## src/rtl/shift_seq_pkg.sv

```systemverilog
// Shared types and defaults for the shift-register command sequencer.
package shift_seq_pkg;

    typedef enum logic [1:0] {
        IDLE,
        LOAD,
        SHIFT,
        CAPTURE
    } state_t;

    localparam int          WIDTH_DEF    = 4;
    localparam int          CNT_W_DEF    = 4;
    localparam logic [2:0]  HOLD_SEL_DEF = 3'b110;

endpackage

```

## src/rtl/shift_seq_cnt.sv

```systemverilog
// Loadable saturating down-counter used to time the shift phase.
module shift_seq_cnt
    import shift_seq_pkg::*;
#(
    parameter int CNT_W = CNT_W_DEF
) (
    input  logic             clk,
    input  logic             rst,
    input  logic             load,
    input  logic             en,
    input  logic [CNT_W-1:0] din,
    output logic             is_one,
    output logic             is_zero
);

    localparam logic [CNT_W-1:0] ONE = {{(CNT_W-1){1'b0}}, 1'b1};

    logic [CNT_W-1:0] count;

    always_ff @(posedge clk) begin
        if (!rst) begin
            count <= '0;
        end else if (load) begin
            count <= din;
        end else if (en && (count != '0)) begin
            count <= count - ONE;
        end
    end

    assign is_one  = (count == ONE);
    assign is_zero = (count == '0);

endmodule

```

## src/rtl/shift_seq_ctrl.sv

```systemverilog
// Command sequencer driving a universal shift register's in/Sel/load.
// Optional SHIFT_SEQ_ABORT_EN adds abort input and rsp_aborted output.
module shift_seq_ctrl
    import shift_seq_pkg::*;
#(
    parameter int         WIDTH    = WIDTH_DEF,
    parameter int         CNT_W    = CNT_W_DEF,
    parameter logic [2:0] HOLD_SEL = HOLD_SEL_DEF
) (
    input  logic             clk,
    input  logic             rst,
    input  logic             cmd_valid,
    output logic             cmd_ready,
    input  logic [WIDTH-1:0] cmd_data,
    input  logic [2:0]       cmd_sel,
    input  logic [CNT_W-1:0] cmd_cnt,
    input  logic             cmd_load,
    output logic [WIDTH-1:0] sr_in,
    output logic [2:0]       sr_sel,
    output logic             sr_load,
    input  logic [WIDTH-1:0] sr_result,
`ifdef SHIFT_SEQ_ABORT_EN
    input  logic             abort,
    output logic             rsp_aborted,
`endif
    output logic             rsp_valid,
    output logic [WIDTH-1:0] rsp_data,
    output logic             busy
);

    state_t           state, state_n;
    logic             accept;
    logic             abort_hit;
    logic             cnt_one, cnt_zero;
    logic [WIDTH-1:0] data_q, data_n, in_n;
    logic [2:0]       sel_q, sel_n;
    logic             load_n, shift_n;

    assign cmd_ready = (state == IDLE) && rst;
    assign accept    = cmd_valid && cmd_ready;
    assign busy      = (state != IDLE);

`ifdef SHIFT_SEQ_ABORT_EN
    logic aborted_q;
    assign abort_hit = abort && ((state == LOAD) || (state == SHIFT));
`else
    assign abort_hit = 1'b0;
`endif

    shift_seq_cnt #(.CNT_W(CNT_W)) u_cnt (
        .clk     (clk),
        .rst     (rst),
        .load    (accept),
        .en      (state == SHIFT),
        .din     (cmd_cnt),
        .is_one  (cnt_one),
        .is_zero (cnt_zero)
    );

    always_ff @(posedge clk) begin
        if (!rst) state <= IDLE;
        else      state <= state_n;
    end

    always_comb begin
        state_n = state;
        unique case (state)
            IDLE: begin
                if (accept) begin
                    if (cmd_load)             state_n = LOAD;
                    else if (cmd_cnt != '0)   state_n = SHIFT;
                    else                      state_n = CAPTURE;
                end
            end
            LOAD: begin
                if (abort_hit || cnt_zero) state_n = CAPTURE;
                else                       state_n = SHIFT;
            end
            SHIFT: begin
                if (abort_hit || cnt_one || cnt_zero) state_n = CAPTURE;
            end
            CAPTURE: state_n = IDLE;
            default: state_n = IDLE;
        endcase
    end

    // Outputs are registered from next-state so the shift register
    // sees them in the same cycle the FSM occupies that state.
    always_comb begin
        data_n  = accept ? cmd_data : data_q;
        load_n  = (state_n == LOAD);
        shift_n = (state_n == SHIFT);
        sel_n   = HOLD_SEL;
        in_n    = '0;
        if (shift_n) sel_n = accept ? cmd_sel : sel_q;
        if (load_n || shift_n) in_n = data_n;
    end

    always_ff @(posedge clk) begin
        if (!rst) begin
            data_q    <= '0;
            sel_q     <= '0;
            sr_in     <= '0;
            sr_sel    <= HOLD_SEL;
            sr_load   <= 1'b0;
            rsp_valid <= 1'b0;
            rsp_data  <= '0;
        end else begin
            if (accept) begin
                data_q <= cmd_data;
                sel_q  <= cmd_sel;
            end
            sr_in     <= in_n;
            sr_sel    <= sel_n;
            sr_load   <= load_n;
            rsp_valid <= (state == CAPTURE);
            if (state == CAPTURE) rsp_data <= sr_result;
        end
    end

`ifdef SHIFT_SEQ_ABORT_EN
    always_ff @(posedge clk) begin
        if (!rst) begin
            aborted_q   <= 1'b0;
            rsp_aborted <= 1'b0;
        end else begin
            if (accept)         aborted_q <= 1'b0;
            else if (abort_hit) aborted_q <= 1'b1;
            rsp_aborted <= (state == CAPTURE) && aborted_q;
        end
    end
`endif

endmodule

```

## config.mk

```make
export PLATFORM = sky130hd
export DESIGN_NAME = shift_seq_ctrl
export DESIGN_NICKNAME = d
export VERILOG_FILES = /design/src/rtl/shift_seq_pkg.sv /design/src/rtl/shift_seq_cnt.sv /design/src/rtl/shift_seq_ctrl.sv
export SDC_FILE = /design/constraint.sdc
export NUM_CORES = 1
export LEC_CHECK = 0
export CORE_MARGIN = 5
export CORE_UTILIZATION = 40
export DETAILED_ROUTE_END_ITERATION = 7
export PLACE_DENSITY = 0.73
export SETUP_SLACK_MARGIN = 0.05
export SYNTH_ARGS = -nofsm -noshare
export SYNTH_HDL_FRONTEND = slang
export SYNTH_SLANG_ARGS = --single-unit
```

## constraint.sdc

```tcl
create_clock -name clk -period 2.1 [get_ports clk]
set_input_delay 0.315 -clock clk [delete_from_list [all_inputs] [get_ports clk]]
set_output_delay 0.315 -clock clk [all_outputs]
set_load 0.03 [all_outputs]
```

==> results of run 1 <==
[worst register-to-register path, cell delays in order, from the launching register on]
cell and delay (ns):
dfxtp_1 0.38, inv_1 0.08, ha_1 0.23, or3b_4 0.26, nor2_2 0.04, a211oi_2 0.26, nor2_1 0.09, ha_1 0.33
a21oi_1 0.15
[per-layer routing]
layer	wire, um	vias up	global-route usage, %
met1	1020	436	13.6
met2	1270	18	22.5
met5	0	-	0
li1	-	488	-
met4	32	0	4.68
met3	85	4	2.63
[worst max-delay path by stage]
stage                        start        to  slack (ns)  depth (start not counted)
finish              u_cnt.count[0]  sr_in[2]        0.22                          8
global route        u_cnt.count[0]  sr_in[2]        0.12                          8
CTS                       state[0]  sr_in[2]        0.19                          8
detailed placement      cmd_cnt[2]  sr_in[1]        0.11                          7
global placement        cmd_cnt[2]  sr_in[0]        0.15                          7
floorplan                 state[0]  sr_in[0]        0.35                          8
[where the power goes]
part / leakage, nW / internal (W) / switching, W
clock: 0.0279 / 0.000193 / 0.000140
sequential: 0.212 / 0.000615 / 0.0000623
combinational: 0.440 / 0.000513 / 0.000609
[cell usage in the layout, fill, tap and decap left out, drive strengths merged]
cell / instances
clkdlybuf4s50: 31
dfxtp: 26
nand2: 15
ha: 8
buf: 8
inv: 7
nor2b: 7
a21oi: 7
mux2i: 6
nand3: 6
o21ai: 5
and2: 4
and3: 3
clkbuf: 3
a31o: 3
nor2: 3
o211a: 2
nand4: 1
o31ai: 1
or3b: 1
a211oi: 1
nor4: 1
nor4b: 1
a21boi: 1
nor3b: 1
and4b: 1
mux2: 1
xnor2: 1
nor3: 1
xor2: 1
bufinv: 1
dlygate4sd2: 1
[state kept, by name, indices dropped and copies added (netlist names)]
signal,count
u_cnt.count,4
data_q,4
sr_sel,3
sr_in,4
sr_load,1
rsp_data,4
rsp_valid,1
sel_q,3
state,2
[per-stage QoR]
step	utilization [%]	setup WS, ns
3_3_place_gp	56.7	0.148
4_1_cts	58.5	0.186
3_5_place_dp	56.7	0.107
5_1_grt	58.6	0.119
2_1_floorplan	-	0.352
6_report	58.6	0.219
[timing repair]
action	4_1_cts	5_1_grt
endpoints found under the setup margin	1	1
buffers inserted	0	0
gates resized for setup	1	1
[logic make-up (layout without fill, tap and decap cells)]
logic type	after synthesis	after routing	synth area share [%]
AOI/OAI and AO/OA	20	20	11.5
xor gates and xnor gates	2	2	1.51
adders and majority gates	8	8	8.63
buffers and inverters	13	51	4.75
DFF	26	26	44.9
muxes	7	7	6.15
and+or+nand+nor	45	45	22.5
[final cells by class]
cell class	count	area [sq um]
clock buffers	3	22.5
clock inverters	1	30.0
fillers	229	1140
inverters	7	26.3
multi-input cells	82	587
flip-flops and latches	26	520
well taps	31	38.8
repair buffers	40	392
==> impl_results.md, run 1 <==
- Final Net Count: 187
- Ordered list of cells on the worst path: inv_1 > ha_1 > or3b_4 > nor2_2 > a211oi_2 > nor2_1 > ha_1 > a21oi_1
- Depth of the worst register-to-register path: 8
- Slowest-stage cell, CP: dfxtp_1
- Overall Power: 0.00213 W
- # Max-Cap Violations: 0
- Placer congestion estimate: 0.734
- Max transition margin: 78.2%
- Number of buffers and inverters on the critical path: 1
- Horiz. Die Dim: 63.9 um
- Syn Area/Cell: 9.59 sq um
- Number of placed instances with taps included: 186
- Antenna diode instance count: 0
- Element type at the critical path start: flip-flop
- Sequential area share after synthesis: 44.9%
- Routed wire length per instance: 12.7 um
- Cells taking the most area after synthesis: dfxtp_1 (45%), ha_1 (8.6%), mux2i_1 (5.2%)
- Number of flip-flops and latches in the synthesized netlist: 26
- Power Dens Cells: 1320 mW/mm^2
- Area of placed instances: 0.00156 sq mm
- Number of vias after detailed routing: 946
- Final cycle utilization of the critical path: 89.6%
- Shortest period the worst path allows: 1.88 ns
- CP dominant cell by count: ha_1
- Cell type contributing the most total cell area after synthesis: dfxtp_1
- Endpoint arrival time on the critical path: 2.13 ns
- Clk slew on worst S/H paths: 0.13 ns
- Critical setup path kind: reg -> reg
- Peak Freq: 532 MHz
- Total of buffers placed on input and output ports: 33
- Largest incremental delay on the critical path: 0.38 ns
- Starting Density: 42.1%
- Worst reg2reg path startpoint: u_cnt.count[0]
- Most repeated cell in the gate-level netlist after synthesis: dfxtp_1
- Die Footprint: 0.00408 sq mm
- All-Layer GR Usage: 12.3%
- TritonCTS clock tree: done
- Synthesized netlist net count: 148
- 1st-iter DRT viols: 11
- Number of buffers on the longest clock path: 2
- Maximum clock skew at final layout: 0.00513 ns
- Initial antenna violation count: 0
- Run status: completed
- Synth Warn #: 0
- Gate Count Post-Synth: 121
- CTS H-tree depth: 1
- Via-to-Cell Ratio: 4.98
- TritonCTS buffer count: 3
- Setup_tns: 0 ns
- Remaining global-route overflow: 0
- Highest net fanout along the worst path: 4
- Total half-perimeter wirelength after legalization and detailed placement: 1910 um
- VDD IR-drop max: 0.771 mV
- Number of hold buffers added after cts: 0
- Nature of the critical path endpoint: flip-flop
- Final-report setup violation count: 0
- Routed WL: 2410 um
- Rows: 19
- Cell types with the highest counts after synthesis: dfxtp_1 (26), nand2_1 (15), ha_1 (8)
- Worst Hold Class: reg -> reg
- Unrepaired setup endpoints after global routing: false
- Vertical die dimension: 63.9 um
- DRT Pass-1 Iters: 4
- Clock Sink Count: 26
- DRC violation count after routing: 0
- Family with the most delay on the worst path: adder cells
- Post-Layout Inst Area: 0.00162 sq mm
- Core Region: 0.00276 sq mm
- Wire length of the first global-routing pass: 4100 um
- Leakage component of the power: 0.681 nW
- Count of cells along the worst hold path: 2
- End of the worst register-to-register path: sr_in[2]
- Detail Route Antenna Nets: 0
- Slew at the pin closest to its max-slew limit: 0.325 ns
- Area of the mapped netlist: 0.00116 sq mm
- Worst Hold Slack: 0.478 ns
- Worst min-delay path startpoint: sel_q[0]
- Required time at the endpoint of the critical path: 2.35 ns
- Hold Vio Cnt, Final: 0
- Fraction of final layout cells sized beyond drive strength 1: 14.5%
- Flop2flop setup slack: 0.22 ns
- Pins over their slew limit: 0
- Root buffer selected by CTS: clkbuf_4
- Number of top-level pins: 34
- Maximum number of pins on one net before global-route repair: 16
- Share of synthesized registers carrying an async set or reset: 0%
- Area delta synth->final: 39.4%
- Vias in the first global route: 951
- Post-synth EDFFs: 0
- Most instantiated flip-flop cell in the synthesis netlist: dfxtp_1
- Synth top area share: 44.9%
- Clock Latency Late Sink: 0.32 ns
- Number of distinct library cell variants in the gate-level netlist after synthesis: 34
- Worst Hold End: sel_q[0]
- Final non-filler cell total: 190
No activity file was read; power rests on OpenSTA's default activity.
==> inputs of run 2 (changes only) <==
CELL_PAD_IN_SITES_DETAIL_PLACEMENT = 1   (was unset)
CELL_PAD_IN_SITES_GLOBAL_PLACEMENT = 2   (was unset)
CORE_UTILIZATION = 27   (was 40)
PLACE_DENSITY = 0.81   (was 0.73)
==> run 2 against run 1 <==
Global-route usage down 1.2 points; utilization down 19 points; hold slack worse by 0.0029 ns; largest power group unchanged.
==> impl_results.md, run 2 (synthesis gave the netlist of run 1 again) <==
- Run status: completed
- Worst reg2reg path startpoint: state[0]
- Post-CTS setup buffers: 0 (unchanged)
- Maximum clock skew at final layout: 0.00215 ns (-0.00299 ns)
- Clock Latency Late Sink: 0.26 ns (-0.06 ns)
- Area delta synth->final: 39.4% (unchanged)
- Clk slew on worst S/H paths: 0.09 ns (-0.04 ns)
- DRT Pass-1 Iters: 4 (unchanged)
- Worst min-delay path startpoint: sel_q[0]
- Rows: 23 (+4)
- Number of top-level pins: 34 (unchanged)
- Required time at the endpoint of the critical path: 2.30 ns (-0.05 ns)
- Endpoint arrival time on the critical path: 2.05 ns (-0.08 ns)
- DRC violation count after routing: 0 (unchanged)
- Element type at the critical path start: flip-flop
- Leakage component of the power: 0.670 nW (-1.6%)
- Fraction of final layout cells sized beyond drive strength 1: 13.9% (-0.54 points)
- Final cycle utilization of the critical path: 88.5% (-1.1 points)
- CTS H-tree depth: 1 (unchanged)
- Via-to-Cell Ratio: 4.59 (-7.9%)
- Peak Freq: 538 MHz (+1.2%)
- Number of vias after detailed routing: 954 (+0.85%)
- Starting Density: 28.4% (-14 points)
- Number of hold buffers added after cts: 0 (unchanged)
- Number of buffers on the longest clock path: 2 (unchanged)
- Root buffer selected by CTS: clkbuf_8
- Slew at the pin closest to its max-slew limit: 0.325 ns (-0.000806 ns)
- Post-route worst setup slack: 0.242 ns (+0.0224 ns)
- Placer congestion estimate: 0.744 (+1.4%)
- Clock Sink Count: 26 (unchanged)
- Horiz. Die Dim: 75.5 um (+18%)
- Worst Hold Slack: 0.475 ns (-0.00292 ns)
- Worst Hold End: sel_q[0]
- Depth of the worst register-to-register path: 8 (unchanged)
- Most frequent cells in the layout: clkdlybuf4s50_1 (31), dfxtp_1 (26), nand2_1 (15)
- Commonest non-fill, non-tap cell in the layout: clkdlybuf4s50_1
- Highest net fanout along the worst path: 6 (+2)
- Pins over their slew limit: 0 (unchanged)
- Antenna diode instance count: 0 (unchanged)
- All-Layer GR Usage: 11.1% (-1.2 points)
- TritonCTS clock tree: done
- Final-report setup violation count: 0 (unchanged)
- Remaining global-route overflow: 0 (unchanged)
- Worst setup slack after placement: 0.0900 ns (-0.0173 ns)
- End of the worst register-to-register path: sr_in[0]
- Nature of the critical path endpoint: flip-flop
- VDD IR-drop max: 0.652 mV (-15%)
- Routed wire length per instance: 13.7 um (+8.2%)
- Shortest period the worst path allows: 1.86 ns (-0.0224 ns)
- Maximum number of pins on one net before global-route repair: 17 (+1)
- # Max-Cap Violations: 0 (unchanged)
- Wire length of the first global-routing pass: 4830 um (+18%)
- Setup_tns: 0 ns (unchanged)
- Count of cells along the worst hold path: 2 (unchanged)
- Initial antenna violation count: 0 (unchanged)
- Core Region: 0.00409 sq mm (+48%)
- Vertical die dimension: 75.5 um (+18%)
- 1st-iter DRT viols: 21 (+10)
- Flop2flop setup slack: 0.24 ns (+0.02 ns)
- Total half-perimeter wirelength after legalization and detailed placement: 2310 um (+21%)
- Max transition margin: 78.3% (about the same)
- Die Footprint: 0.00571 sq mm (+40%)
- Overall Power: 0.00209 W (-2.0%)
- Detail Route Antenna Nets: 0 (unchanged)
- Unrepaired setup endpoints after global routing: false
- Critical setup path kind: reg -> reg
- Routed WL: 2850 um (+18%)
- Total of buffers placed on input and output ports: 33 (unchanged)
- TritonCTS buffer count: 3 (unchanged)
- Final Net Count: 187 (unchanged)
- Power Dens Cells: 1290 mW/mm^2 (-2.0%)
- Vias in the first global route: 1035 (+8.8%)
- Worst Hold Class: reg -> reg
- Hold Vio Cnt, Final: 0 (unchanged)
## run 2: worst max path at each step
stage	endpoint	depth (start not counted)	slack (ns)	startpoint
finish	sr_in[0]	8	0.24	state[0]
global route	sr_in[0]	8	0.13	state[0]
CTS	sr_in[0]	8	0.15	state[0]
detailed placement	sr_in[0]	7	0.09	cmd_cnt[2]
global placement	sr_in[1]	7	0.16	cmd_cnt[2]
floorplan	sr_in[0]	8	0.35	state[0]
## run 2: cell type report
| cell class | count | area [sq um] |
|---|---|---|
| Fill cell | 473 | 2470 |
| Multi-Input combinational cell | 82 | 587 |
| Sequential cell | 26 | 520 |
| Timing Repair Buffer | 40 | 379 |
| Tap cell | 50 | 62.6 |
| Clock buffer | 3 | 41.3 |
| Inverter | 7 | 26.3 |
## run 2: worst max-delay path, cell delays in order, from the launching register on
cell and delay [ns]:
dfxtp_1 0.33, inv_1 0.15, ha_2 0.27, nand3_2 0.14, nor4b_2 0.22, a31o_2 0.15
nor2_1 0.04, ha_1 0.33, a21oi_1 0.15
## run 2: stage by stage
stage / cell area [sq um] / util [%] / std cells
2_1_floorplan: 1160 / - / 121
3_3_place_gp: 1570 / 38.5 / 205
6_report: 1620 / 39.6 / 208
5_1_grt: 1620 / 39.6 / 208
4_1_cts: 1610 / 39.5 / 208
3_5_place_dp: 1570 / 38.5 / 205
## run 2: where the power goes
group | leakage (nW) | internal (W) | switching, W
logic | 0.436 | 0.000510 | 0.000629
clock network | 0.0216 | 0.000128 | 0.000148
registers | 0.212 | 0.000615 | 0.0000602
## run 2: routing by layer
metal	vias up	track usage (%)	wire length (um)
met1	457	12.7	1160
met4	0	4.08	21
met5	-	0	0
li1	483	-	-
met3	2	1.98	99
met2	12	20.2	1570
## run 2: repair_timing
action	CTS	global route
endpoints found under the setup margin	1	3
gates resized for setup	1	1
pin swaps	0	0
